===== config.mk =====
export PLATFORM = sky130hd
export DESIGN_NAME = nlp_submultiple_search
export DESIGN_NICKNAME = d
export VERILOG_FILES = /design/src/rtl/nlp_pkg.sv /design/src/rtl/bin_divider.sv /design/src/rtl/nlp_submultiple_search.sv
export SDC_FILE = /design/constraint.sdc
export NUM_CORES = 2
export LEC_CHECK = 0
export BUFFER_PORTS_ARGS = -buffer_cell sky130_fd_sc_hd__buf_4
export CORE_AREA = 2 2 404 406
export DETAILED_ROUTE_END_ITERATION = 12
export DIE_AREA = 0 0 406 408
export PLACE_DENSITY_LB_ADDON = 0.1
export SLEW_MARGIN = 10
export SYNTH_ARGS = -nofsm -noshare
export SYNTH_HDL_FRONTEND = slang
export SYNTH_HIERARCHICAL = 1
export SYNTH_SLANG_ARGS = --single-unit

===== constraint.sdc =====
create_clock -name clk -period 22.5 [get_ports clk]
set_input_delay 1.125 -clock clk [delete_from_list [all_inputs] [get_ports clk]]
set_output_delay 1.125 -clock clk [all_outputs]
set_load 0.01 [all_outputs]

===== src/rtl/nlp_pkg.sv =====
// Shared constants and state/enum types for the NLP sub-multiple pitch search.
package nlp_pkg;
   localparam logic [31:0] FFT_BY_SR     = 32'h0000_51EB;
   localparam logic [31:0] SR_BY_FFT     = 32'h0003_2000;
   localparam logic [31:0] POINT_EIGHT   = 32'h0000_CCCC;
   localparam logic [31:0] ONE_POINT_TWO = 32'h0001_3333;
   localparam logic [31:0] THR_NEAR_DEF  = 32'h0000_2666;
   localparam logic [31:0] THR_FAR_DEF   = 32'h0000_4CCC;

   typedef enum logic [3:0] {
      S_IDLE, S_INIT, S_DIV_GO, S_DIV_WAIT, S_CHECK, S_BOUNDS, S_THRESH,
      S_SCAN, S_DRAIN, S_NEIGH, S_UPDATE, S_FINAL, S_DONE
   } state_e;

   typedef enum logic [1:0] {RD_SCAN, RD_NLO, RD_NHI} rd_kind_e;
endpackage


===== src/rtl/bin_divider.sv =====
// Restoring unsigned divider: one quotient bit per cycle, done BIN_W+1 cycles after start.
module bin_divider #(
   parameter int BIN_W = 10
) (
   input  logic             clk,
   input  logic             rst,
   input  logic             start,
   input  logic [BIN_W-1:0] dividend,
   input  logic [BIN_W-1:0] divisor,
   output logic [BIN_W-1:0] quotient,
   output logic             done
);
   localparam int CW = $clog2(BIN_W + 1);

   logic [BIN_W-1:0] rem_q, rem_d, quo_q, quo_d, dvs_q, dvs_d;
   logic [CW-1:0]    cnt_q, cnt_d;
   logic             busy_q, busy_d;
   logic [BIN_W:0]   trial;

   always_comb begin
      rem_d  = rem_q;
      quo_d  = quo_q;
      dvs_d  = dvs_q;
      cnt_d  = cnt_q;
      busy_d = busy_q;
      trial  = {rem_q, quo_q[BIN_W-1]};
      if (start) begin
         rem_d  = '0;
         quo_d  = dividend;
         dvs_d  = divisor;
         cnt_d  = CW'(BIN_W);
         busy_d = 1'b1;
      end else if (busy_q) begin
         if (cnt_q == '0) begin
            busy_d = 1'b0;
         end else begin
            if (trial >= {1'b0, dvs_q}) begin
               rem_d = BIN_W'(trial - {1'b0, dvs_q});
               quo_d = {quo_q[BIN_W-2:0], 1'b1};
            end else begin
               rem_d = trial[BIN_W-1:0];
               quo_d = {quo_q[BIN_W-2:0], 1'b0};
            end
            cnt_d = cnt_q - 1'b1;
         end
      end
   end

   always_ff @(posedge clk or negedge rst) begin
      if (!rst) begin
         rem_q  <= '0;
         quo_q  <= '0;
         dvs_q  <= '0;
         cnt_q  <= '0;
         busy_q <= 1'b0;
      end else begin
         rem_q  <= rem_d;
         quo_q  <= quo_d;
         dvs_q  <= dvs_d;
         cnt_q  <= cnt_d;
         busy_q <= busy_d;
      end
   end

   assign quotient = quo_q;
   assign done     = busy_q && (cnt_q == '0);
endmodule


===== src/rtl/nlp_submultiple_search.sv =====
// Walks gmax_bin/mult sub-multiples and adopts any qualifying local Fw peak as the pitch bin.
// state    | meaning
// IDLE     | wait for start, sample inputs
// INIT     | mult=2, cmax=gmax_bin, prev_bin from prev_f0
// DIV_GO   | launch b = gmax_bin/mult
// DIV_WAIT | wait for divider, latch b
// CHECK    | stop test; bmin = 0.8*b
// BOUNDS   | bmax = 1.2*b, clamped
// THRESH   | pick near/far threshold, start scan
// SCAN     | issue bmin..bmax
// DRAIN    | collect last RD_LAT returns
// NEIGH    | read lmax_bin-1 / +1
// UPDATE   | adopt lmax_bin if strict local peak, mult++
// FINAL    | publish best_bin/best_f0/refined
// DONE     | done pulse
module nlp_submultiple_search
   import nlp_pkg::*;
#(
   parameter int          FW_W     = 80,
   parameter int          BIN_W    = 10,
   parameter int          NBINS    = 512,
   parameter int          MIN_BIN  = 16,
   parameter int          MAX_MULT = 16,
   parameter int          RD_LAT   = 2,
   parameter logic [31:0] THR_NEAR = THR_NEAR_DEF,
   parameter logic [31:0] THR_FAR  = THR_FAR_DEF
) (
   input  logic             clk,
   input  logic             rst,
   input  logic             start,
   input  logic [FW_W-1:0]  gmax,
   input  logic [BIN_W-1:0] gmax_bin,
   input  logic [31:0]      prev_f0,
   output logic [BIN_W-1:0] fw_addr,
   output logic             fw_rd,
   input  logic [FW_W-1:0]  fw_data,
   output logic             busy,
   output logic             done,
   output logic [BIN_W-1:0] best_bin,
   output logic [31:0]      best_f0,
   output logic             refined
);
   localparam int MULT_W = $clog2(MAX_MULT + 2);
   localparam int CNT_W  = $clog2(RD_LAT + 2);

   state_e           state_q, state_d;
   logic [FW_W-1:0]  gmax_q, gmax_d, thresh_q, thresh_d, lmax_q, lmax_d, nlo_q, nlo_d, nhi_q, nhi_d;
   logic [BIN_W-1:0] gmax_bin_q, gmax_bin_d, cmax_bin_q, cmax_bin_d, b_q, b_d;
   logic [BIN_W-1:0] bmin_q, bmin_d, bmax_q, bmax_d, lmax_bin_q, lmax_bin_d;
   logic [BIN_W-1:0] fw_addr_q, fw_addr_d, best_bin_q, best_bin_d;
   logic [31:0]      prev_f0_q, prev_f0_d, prev_bin_q, prev_bin_d, best_f0_q, best_f0_d;
   logic [MULT_W-1:0] mult_q, mult_d;
   logic [CNT_W-1:0] cnt_q, cnt_d;
   logic             fw_rd_q, fw_rd_d, busy_q, busy_d, done_q, done_d, refined_q, refined_d;
   rd_kind_e         fw_kind_q, fw_kind_d;
   logic             tag_vld_q [RD_LAT], tag_vld_d [RD_LAT];
   rd_kind_e         tag_kind_q [RD_LAT], tag_kind_d [RD_LAT];
   logic [BIN_W-1:0] tag_bin_q [RD_LAT], tag_bin_d [RD_LAT];

   logic             div_start, div_done;
   logic [BIN_W-1:0] div_quo;
   logic [31:0]      mul_a, mul_b, thr_sel;
   logic [63:0]      mul_p;
   logic [BIN_W:0]   mul_sh;
   logic [FW_W+31:0] thr_p;

   bin_divider #(.BIN_W(BIN_W)) u_div (
      .clk(clk), .rst(rst), .start(div_start), .dividend(gmax_bin_q),
      .divisor(BIN_W'(mult_q)), .quotient(div_quo), .done(div_done)
   );

   // One Q16 multiplier shared by the prev_bin, window-bound and best_f0 calculations.
   always_comb begin
      mul_a = '0;
      mul_b = '0;
      case (state_q)
         S_INIT:   begin mul_a = prev_f0_q;       mul_b = FFT_BY_SR;     end
         S_CHECK:  begin mul_a = 32'(b_q);        mul_b = POINT_EIGHT;   end
         S_BOUNDS: begin mul_a = 32'(b_q);        mul_b = ONE_POINT_TWO; end
         S_FINAL:  begin mul_a = 32'(cmax_bin_q); mul_b = SR_BY_FFT;     end
         default:  ;
      endcase
   end
   assign mul_p   = 64'(mul_a) * 64'(mul_b);
   assign mul_sh  = mul_p[16 +: BIN_W+1];
   assign thr_sel = (prev_bin_q > 32'(bmin_q) && prev_bin_q < 32'(bmax_q)) ? THR_NEAR : THR_FAR;
   assign thr_p   = (FW_W+32)'(gmax_q) * (FW_W+32)'(thr_sel);

   always_comb begin
      state_d = state_q;   gmax_d = gmax_q;         gmax_bin_d = gmax_bin_q;   prev_f0_d = prev_f0_q;
      prev_bin_d = prev_bin_q; cmax_bin_d = cmax_bin_q; b_d = b_q;           mult_d = mult_q;
      bmin_d = bmin_q;     bmax_d = bmax_q;         thresh_d = thresh_q;       lmax_d = lmax_q;
      lmax_bin_d = lmax_bin_q; nlo_d = nlo_q;       nhi_d = nhi_q;             cnt_d = cnt_q;
      fw_addr_d = fw_addr_q; fw_rd_d = fw_rd_q;     fw_kind_d = fw_kind_q;     busy_d = busy_q;
      done_d = 1'b0;       best_bin_d = best_bin_q; best_f0_d = best_f0_q;     refined_d = refined_q;
      div_start = 1'b0;
      tag_vld_d  = tag_vld_q;
      tag_kind_d = tag_kind_q;
      tag_bin_d  = tag_bin_q;

      tag_vld_d[0]  = fw_rd_q;
      tag_kind_d[0] = fw_kind_q;
      tag_bin_d[0]  = fw_addr_q;
      for (int i = 1; i < RD_LAT; i++) begin
         tag_vld_d[i]  = tag_vld_q[i-1];
         tag_kind_d[i] = tag_kind_q[i-1];
         tag_bin_d[i]  = tag_bin_q[i-1];
      end
      if (tag_vld_q[RD_LAT-1]) begin
         case (tag_kind_q[RD_LAT-1])
            RD_SCAN: if (fw_data > lmax_q) begin
               lmax_d     = fw_data;
               lmax_bin_d = tag_bin_q[RD_LAT-1];
            end
            RD_NLO:  nlo_d = fw_data;
            default: nhi_d = fw_data;
         endcase
      end

      case (state_q)
         S_IDLE: if (start) begin
            gmax_d = gmax; gmax_bin_d = gmax_bin; prev_f0_d = prev_f0;
            busy_d = 1'b1; state_d = S_INIT;
         end
         S_INIT: begin
            prev_bin_d = mul_p[63:32];
            mult_d     = MULT_W'(2);
            cmax_bin_d = gmax_bin_q;
            state_d    = S_DIV_GO;
         end
         S_DIV_GO: begin div_start = 1'b1; state_d = S_DIV_WAIT; end
         S_DIV_WAIT: if (div_done) begin b_d = div_quo; state_d = S_CHECK; end
         S_CHECK: begin
            bmin_d  = (mul_sh < (BIN_W+1)'(MIN_BIN)) ? BIN_W'(MIN_BIN) : mul_sh[BIN_W-1:0];
            state_d = (b_q < BIN_W'(MIN_BIN) || mult_q > MULT_W'(MAX_MULT)) ? S_FINAL : S_BOUNDS;
         end
         S_BOUNDS: begin
            bmax_d  = (mul_sh > (BIN_W+1)'(NBINS-2)) ? BIN_W'(NBINS-2) : mul_sh[BIN_W-1:0];
            state_d = S_THRESH;
         end
         S_THRESH: begin
            thresh_d   = FW_W'(thr_p >> 16);
            lmax_d     = '0;
            lmax_bin_d = bmin_q;
            fw_addr_d  = bmin_q;
            fw_rd_d    = 1'b1;
            fw_kind_d  = RD_SCAN;
            state_d    = S_SCAN;
         end
         S_SCAN: if (fw_addr_q == bmax_q) begin
            fw_rd_d = 1'b0;
            cnt_d   = CNT_W'(RD_LAT-1);
            state_d = S_DRAIN;
         end else begin
            fw_addr_d = fw_addr_q + 1'b1;
         end
         // lmax_d already folds in the final scan return arriving this cycle.
         S_DRAIN: if (cnt_q == '0) begin
            if (lmax_d > thresh_q) begin
               fw_addr_d = lmax_bin_d - 1'b1;
               fw_rd_d   = 1'b1;
               fw_kind_d = RD_NLO;
               cnt_d     = '0;
               state_d   = S_NEIGH;
            end else begin
               state_d = S_UPDATE;
            end
         end else begin
            cnt_d = cnt_q - 1'b1;
         end
         S_NEIGH: begin
            if (cnt_q == '0) begin
               fw_addr_d = lmax_bin_q + 1'b1;
               fw_kind_d = RD_NHI;
            end else begin
               fw_rd_d = 1'b0;
            end
            cnt_d = cnt_q + 1'b1;
            if (cnt_q == CNT_W'(RD_LAT+1)) state_d = S_UPDATE;
         end
         S_UPDATE: begin
            if (lmax_q > thresh_q && lmax_q > nlo_q && lmax_q > nhi_q) cmax_bin_d = lmax_bin_q;
            mult_d  = mult_q + 1'b1;
            state_d = S_DIV_GO;
         end
         S_FINAL: begin
            best_bin_d = cmax_bin_q;
            best_f0_d  = mul_p[31:0];
            refined_d  = (cmax_bin_q != gmax_bin_q);
            done_d     = 1'b1;
            busy_d     = 1'b0;
            state_d    = S_DONE;
         end
         S_DONE:  state_d = S_IDLE;
         default: state_d = S_IDLE;
      endcase
   end

   always_ff @(posedge clk or negedge rst) begin
      if (!rst) begin
         state_q <= S_IDLE;  gmax_q <= '0;     gmax_bin_q <= '0; prev_f0_q <= '0;
         prev_bin_q <= '0;   cmax_bin_q <= '0; b_q <= '0;        mult_q <= '0;
         bmin_q <= '0;       bmax_q <= '0;     thresh_q <= '0;   lmax_q <= '0;
         lmax_bin_q <= '0;   nlo_q <= '0;      nhi_q <= '0;      cnt_q <= '0;
         fw_addr_q <= '0;    fw_rd_q <= 1'b0;  fw_kind_q <= RD_SCAN; busy_q <= 1'b0;
         done_q <= 1'b0;     best_bin_q <= '0; best_f0_q <= '0;  refined_q <= 1'b0;
         for (int i = 0; i < RD_LAT; i++) begin
            tag_vld_q[i]  <= 1'b0;
            tag_kind_q[i] <= RD_SCAN;
            tag_bin_q[i]  <= '0;
         end
      end else begin
         state_q <= state_d;       gmax_q <= gmax_d;         gmax_bin_q <= gmax_bin_d; prev_f0_q <= prev_f0_d;
         prev_bin_q <= prev_bin_d; cmax_bin_q <= cmax_bin_d; b_q <= b_d;               mult_q <= mult_d;
         bmin_q <= bmin_d;         bmax_q <= bmax_d;         thresh_q <= thresh_d;     lmax_q <= lmax_d;
         lmax_bin_q <= lmax_bin_d; nlo_q <= nlo_d;           nhi_q <= nhi_d;           cnt_q <= cnt_d;
         fw_addr_q <= fw_addr_d;   fw_rd_q <= fw_rd_d;       fw_kind_q <= fw_kind_d;   busy_q <= busy_d;
         done_q <= done_d;         best_bin_q <= best_bin_d; best_f0_q <= best_f0_d;   refined_q <= refined_d;
         tag_vld_q  <= tag_vld_d;
         tag_kind_q <= tag_kind_d;
         tag_bin_q  <= tag_bin_d;
      end
   end

   assign fw_addr  = fw_addr_q;
   assign fw_rd    = fw_rd_q;
   assign busy     = busy_q;
   assign done     = done_q;
   assign best_bin = best_bin_q;
   assign best_f0  = best_f0_q;
   assign refined  = refined_q;
endmodule

==> impl_metrics.sql <==
INSERT INTO impl_metrics (metric_group, metric, value, unit) VALUES
('status', 'status', 'finished, final reports clean', ''),
('timing', 'finalHoldViolations', '0', ''),
('grt', 'grt_total_ovfl', '0', ''),
('timing', 'worst_slew_pin_slew', '1.11', 'ns'),
('synth', 'post_synth_main_area_contributors', 'fa_1, dfrtp_1, ha_1', ''),
('timing', 'finalMaxSlewViolations', '0', ''),
('die', 'die_height', '408', 'µm'),
('worst_hold_path', 'hold-path-cell-count', '0', ''),
('clock_network', 'cts_num_sinks', '642', ''),
('synth', 'post-synth-top-area-cell', 'fa_1', ''),
('timing', 'timing.slew.headroom', '25.0', '%'),
('die', 'rows', '148', ''),
('synth', 'ys_seq_elements', '642', ''),
('grt', 'vias_in_the_first_global_route', '61100', ''),
('job', 'drv.max_cap_violation_count', '0', ''),
('synth', 'share_of_flip_flops_with_an_asynchronous_set_or_reset_after_synthesis', '100', '%'),
('timing', 'final_critical_path_time_including_i_o_delays_and_setup', '10.58', 'ns'),
('drt', 'via_per_inst', '5.39', ''),
('timing', 'layout_worst_path_cycle_share', '47.0', '%'),
('clock_network', 'cts.hold.buffers_added', '0', ''),
('synth', 'syn_avg_cell_area', '10.0', 'µm²'),
('drt', 'detail_route.first_pass.iterations', '6', ''),
('grt', 'grt_start_max_net_pins', '161', ''),
('critical_path', 'critical_path.max_stage_delay', '0.77', 'ns'),
('synth', 'post-synth-top-count-cell', 'inv_1', ''),
('clock_network', 'tritoncts', 'built', ''),
('die', 'die-width', '406', 'µm'),
('critical_path', 'timing.critical_path.fanout_max', '71', ''),
('critical_path', 'r2r_cell_count', '35', ''),
('synth', 'part_of_the_yosys_area_used_for_sequential_elements', '20.1', '%'),
('critical_path', 'crit_path_top_delay_cell', 'buf_4', ''),
('critical_path', 'worst_setup_end_kind', 'flop', ''),
('grt', 'grt_first_pass_wirelength', '361000', 'µm'),
('layout', 'final_net_count', '10700', ''),
('timing', 'timing.final.setup_violations', '0', ''),
('die', 'io_pins', '261', ''),
('placement', 'place.gp.congestion', '0.948', ''),
('worst_hold_path', 'holdCritStartpoint', 'tag_bin_d[2]$_DFF_PN0_', ''),
('placement', 'detailed_place_hpwl', '190000', 'µm'),
('drt', 'route.antenna.remaining_nets', '0', ''),
('timing', 'finClkSkew', '0.0528', 'ns'),
('drt', 'num_vias', '57900', ''),
('synth', 'ys_types', '94', ''),
('drt', 'detailedRoute.firstIterationViolations', '4207', ''),
('clock_network', 'htree_levels', '3', ''),
('critical_path', 'cp.arrival', '11.21', 'ns'),
('die', 'initial_core_util', '49.5', '%'),
('clock_network', 'clkTransAtPathRegs', '0.06', 'ns'),
('drt', 'routed_wl', '229000', 'µm'),
('timing', 'setup_repair_after_global_routing_missed_its_margin', 'false', ''),
('synth', 'yosys_warnings', '6', ''),
('clock_network', 'clk-insertion-delay-late', '0.75', 'ns'),
('synth', 'synth_enable_flop_cells', '0', ''),
('drt', 'detail_route.wl_per_cell', '21.3', 'µm'),
('placement', 'io_buffers', '260', ''),
('worst_hold_path', 'holdPathEnd', 'tag_bin_q[2]$_DFF_PN0_', ''),
('clock_network', 'cts_root_buf', 'clkbuf_16', ''),
('critical_path', 'setup.worst_path.start_class', 'flop', ''),
('synth', 'synthesis.instances', '7982', ''),
('critical_path', 'cp_data_required_time', '23.13', 'ns'),
('critical_path', 'rrSetupSlack', '11.92', 'ns'),
('synth', 'netlist_area', '80100', 'µm²'),
('critical_path', 'r2r-start', 'bmin_q[1]$_DFFE_PN0P_', ''),
('critical_path', 'cpMostUsedCell', 'o21a_1', ''),
('layout', 'areaGrowthSynthToFinish', '10.6', '%'),
('drt', 'post-route-drc-count', '0', ''),
('timing', 'max_clock_freq', '94.5', 'MHz'),
('synth', 'synth_top_cells_by_count', 'inv_1, fa_1, ha_1', ''),
('clock_network', 'inserted_clock_buffers', '84', ''),
('layout', 'fraction_of_layout_cells_with_a_size_suffix_above_1', '10.9', '%'),
('synth', 'synth.top_cell.area_share', '29.1', '%'),
('grt', 'grt_antenna_before_repair', '5', ''),
('clock_network', 'post_cts.repair.setup_buffers', '0', ''),
('worst_hold_path', 'class_of_the_tightest_hold_or_removal_check', 'reg -> reg', ''),
('die', 'core-area', '162000', 'µm²'),
('critical_path', 'critical_path.reg2reg.endpoint', 'thresh_q[75]$_DFFE_PN0P_', ''),
('grt', 'global_router_s_overall_resource_usage', '28.5', '%'),
('critical_path', 'worstSetupPathType', 'reg -> reg', ''),
('clock_network', 'cts.path.max_buffers', '3', ''),
('clock_network', 'post_cts_resize_count', '0', ''),
('synth', 'synth_flop_cell', 'dfrtp_1', ''),
('layout', 'filler_cell_count', '14600', ''),
('die', 'floorplan.die_area', '166000', 'µm²'),
('timing', 'setup_total_negative_slack', '0', 'ns');
per-layer routing:
metal / vias to the layer above / track usage (%) / share of wire (%)
li1: 26800 / - / -
met1: 29400 / 42.5 / 47
met2: 1492 / 41.6 / 43
met3: 255 / 6.80 / 7.4
met4: 4 / 6.71 / 2.5
met5: - / 0 / 0.012
cells in the final DEF (no fill, tap or decap), drive strengths merged, types with 12 or more instances in the layout:
cell type | netlist | final
o21ai | 322 | 322
nand2b | 28 | 28
o31ai | 24 | 24
and2 | 184 | 184
a221oi | 20 | 20
o21bai | 35 | 35
nor3 | 65 | 65
o211ai | 41 | 41
conb | 2 | 361
clkbuf | 184 | 106
nand2 | 496 | 496
buf | 49 | 303
a211o | 15 | 15
ha | 874 | 874
dfrtp | 642 | 642
bufinv | 0 | 12
nor2b | 27 | 27
a211oi | 27 | 27
a22oi | 25 | 25
a31oi | 57 | 57
nand3 | 109 | 109
nor2 | 290 | 290
clkinv | 1 | 27
a21oi | 318 | 318
nor4 | 23 | 23
a21o | 187 | 187
xnor2 | 108 | 108
nand4 | 122 | 122
mux2i | 121 | 121
o21a | 39 | 39
or4 | 13 | 13
fa | 1164 | 1164
a21boi | 19 | 19
xor2 | 58 | 58
mux2 | 426 | 426
and3 | 87 | 87
inv | 1615 | 1620
final cells by class:
| class | count | area, µm² | area share (%) |
|---|---|---|---|
| flip-flops and latches | 642 | 16100 | 18.1 |
| clock buffers | 106 | 2310 | 2.60 |
| well taps | 2175 | 2720 | 3.07 |
| inverters | 1616 | 6070 | 6.85 |
| repair buffers | 303 | 2310 | 2.60 |
| clock inverters | 50 | 699 | 0.790 |
| multi-input cells | 5850 | 58400 | 65.9 |
| diodes | 2 | 5.00 | 0.00565 |
kinds of logic after synthesis:
family | after synthesis | share of synthesized area (%)
fa+ha+maj | 2038 | 42.7
buf+inv | 1849 | 8.82
simple gates | 1503 | 9.18
compound gates | 1234 | 9.84
flops | 642 | 20.1
mux | 548 | 7.53
xor+xnor | 166 | 1.82
other cells | 2 | 0.00938
worst max-delay path by stage:
| stage | startpoint | endpoint | slack [ns] | depth (start not counted) |
|---|---|---|---|---|
| 2_1_floorplan | bmin_q[1]$_DFFE_PN0P_ | thresh_q[78]$_DFFE_PN0P_ | 14.00 | 35 |
| 3_5_place_dp | bmin_q[1]$_DFFE_PN0P_ | thresh_q[75]$_DFFE_PN0P_ | 11.86 | 35 |
| 4_1_cts | bmin_q[1]$_DFFE_PN0P_ | thresh_q[75]$_DFFE_PN0P_ | 11.81 | 35 |
| 3_3_place_gp | bmin_q[1]$_DFFE_PN0P_ | thresh_q[75]$_DFFE_PN0P_ | 12.01 | 35 |
| 6_report | bmin_q[1]$_DFFE_PN0P_ | thresh_q[75]$_DFFE_PN0P_ | 11.92 | 35 |
| 5_1_grt | bmin_q[1]$_DFFE_PN0P_ | thresh_q[75]$_DFFE_PN0P_ | 11.26 | 35 |
worst max-delay path: cells and delay by family, from the launching register on:
kind | cells | cell delay, ns
AO/OA/AOI/OAI | 16 | 4.50
XOR/XNOR | 1 | 0.17
adder cells (fa/ha/maj) | 8 | 3.22
buffers and inverters | 5 | 1.16
flip-flops | 1 | 0.44
AND/OR/NAND/NOR | 5 | 0.93
state kept, by name, indices dropped and copies added (netlist names), 10 cells and up:
name and cells:
best_f0 32, prev_f0_q 32, u_div/dvs_q 10, lmax_q 80, gmax_q 80, b_q 10, tag_bin_q 10, nlo_q 80
bmax_q 10, lmax_bin_q 10, gmax_bin_q 10, prev_bin_q 21, thresh_q 79, fw_addr 10, nhi_q 80, cmax_bin_q 10
bmin_q 10, tag_bin_d 10, best_bin 10, u_div/rem_q 10, u_div/quotient 10
per-stage QoR:
| step | hold WS [ns] | cell area [µm²] | std cells | worst slack, ns | utilization (%) |
|---|---|---|---|---|---|
| floorplan | 0.331 | 81400 | 8341 | 14.00 | - |
| global placement | 0.333 | 85600 | 10600 | 12.01 | 52.9 |
| detailed placement | 0.335 | 85600 | 10600 | 11.86 | 52.9 |
| CTS | 0.348 | 88600 | 10700 | 11.81 | 54.8 |
| global route | 0.350 | 88600 | 10700 | 11.26 | 54.8 |
| finish | 0.348 | 88600 | 10700 | 11.92 | 54.8 |
Power is not shown: default switching activity piles up to over one toggle a cycle in this logic, so the estimate is an artifact.
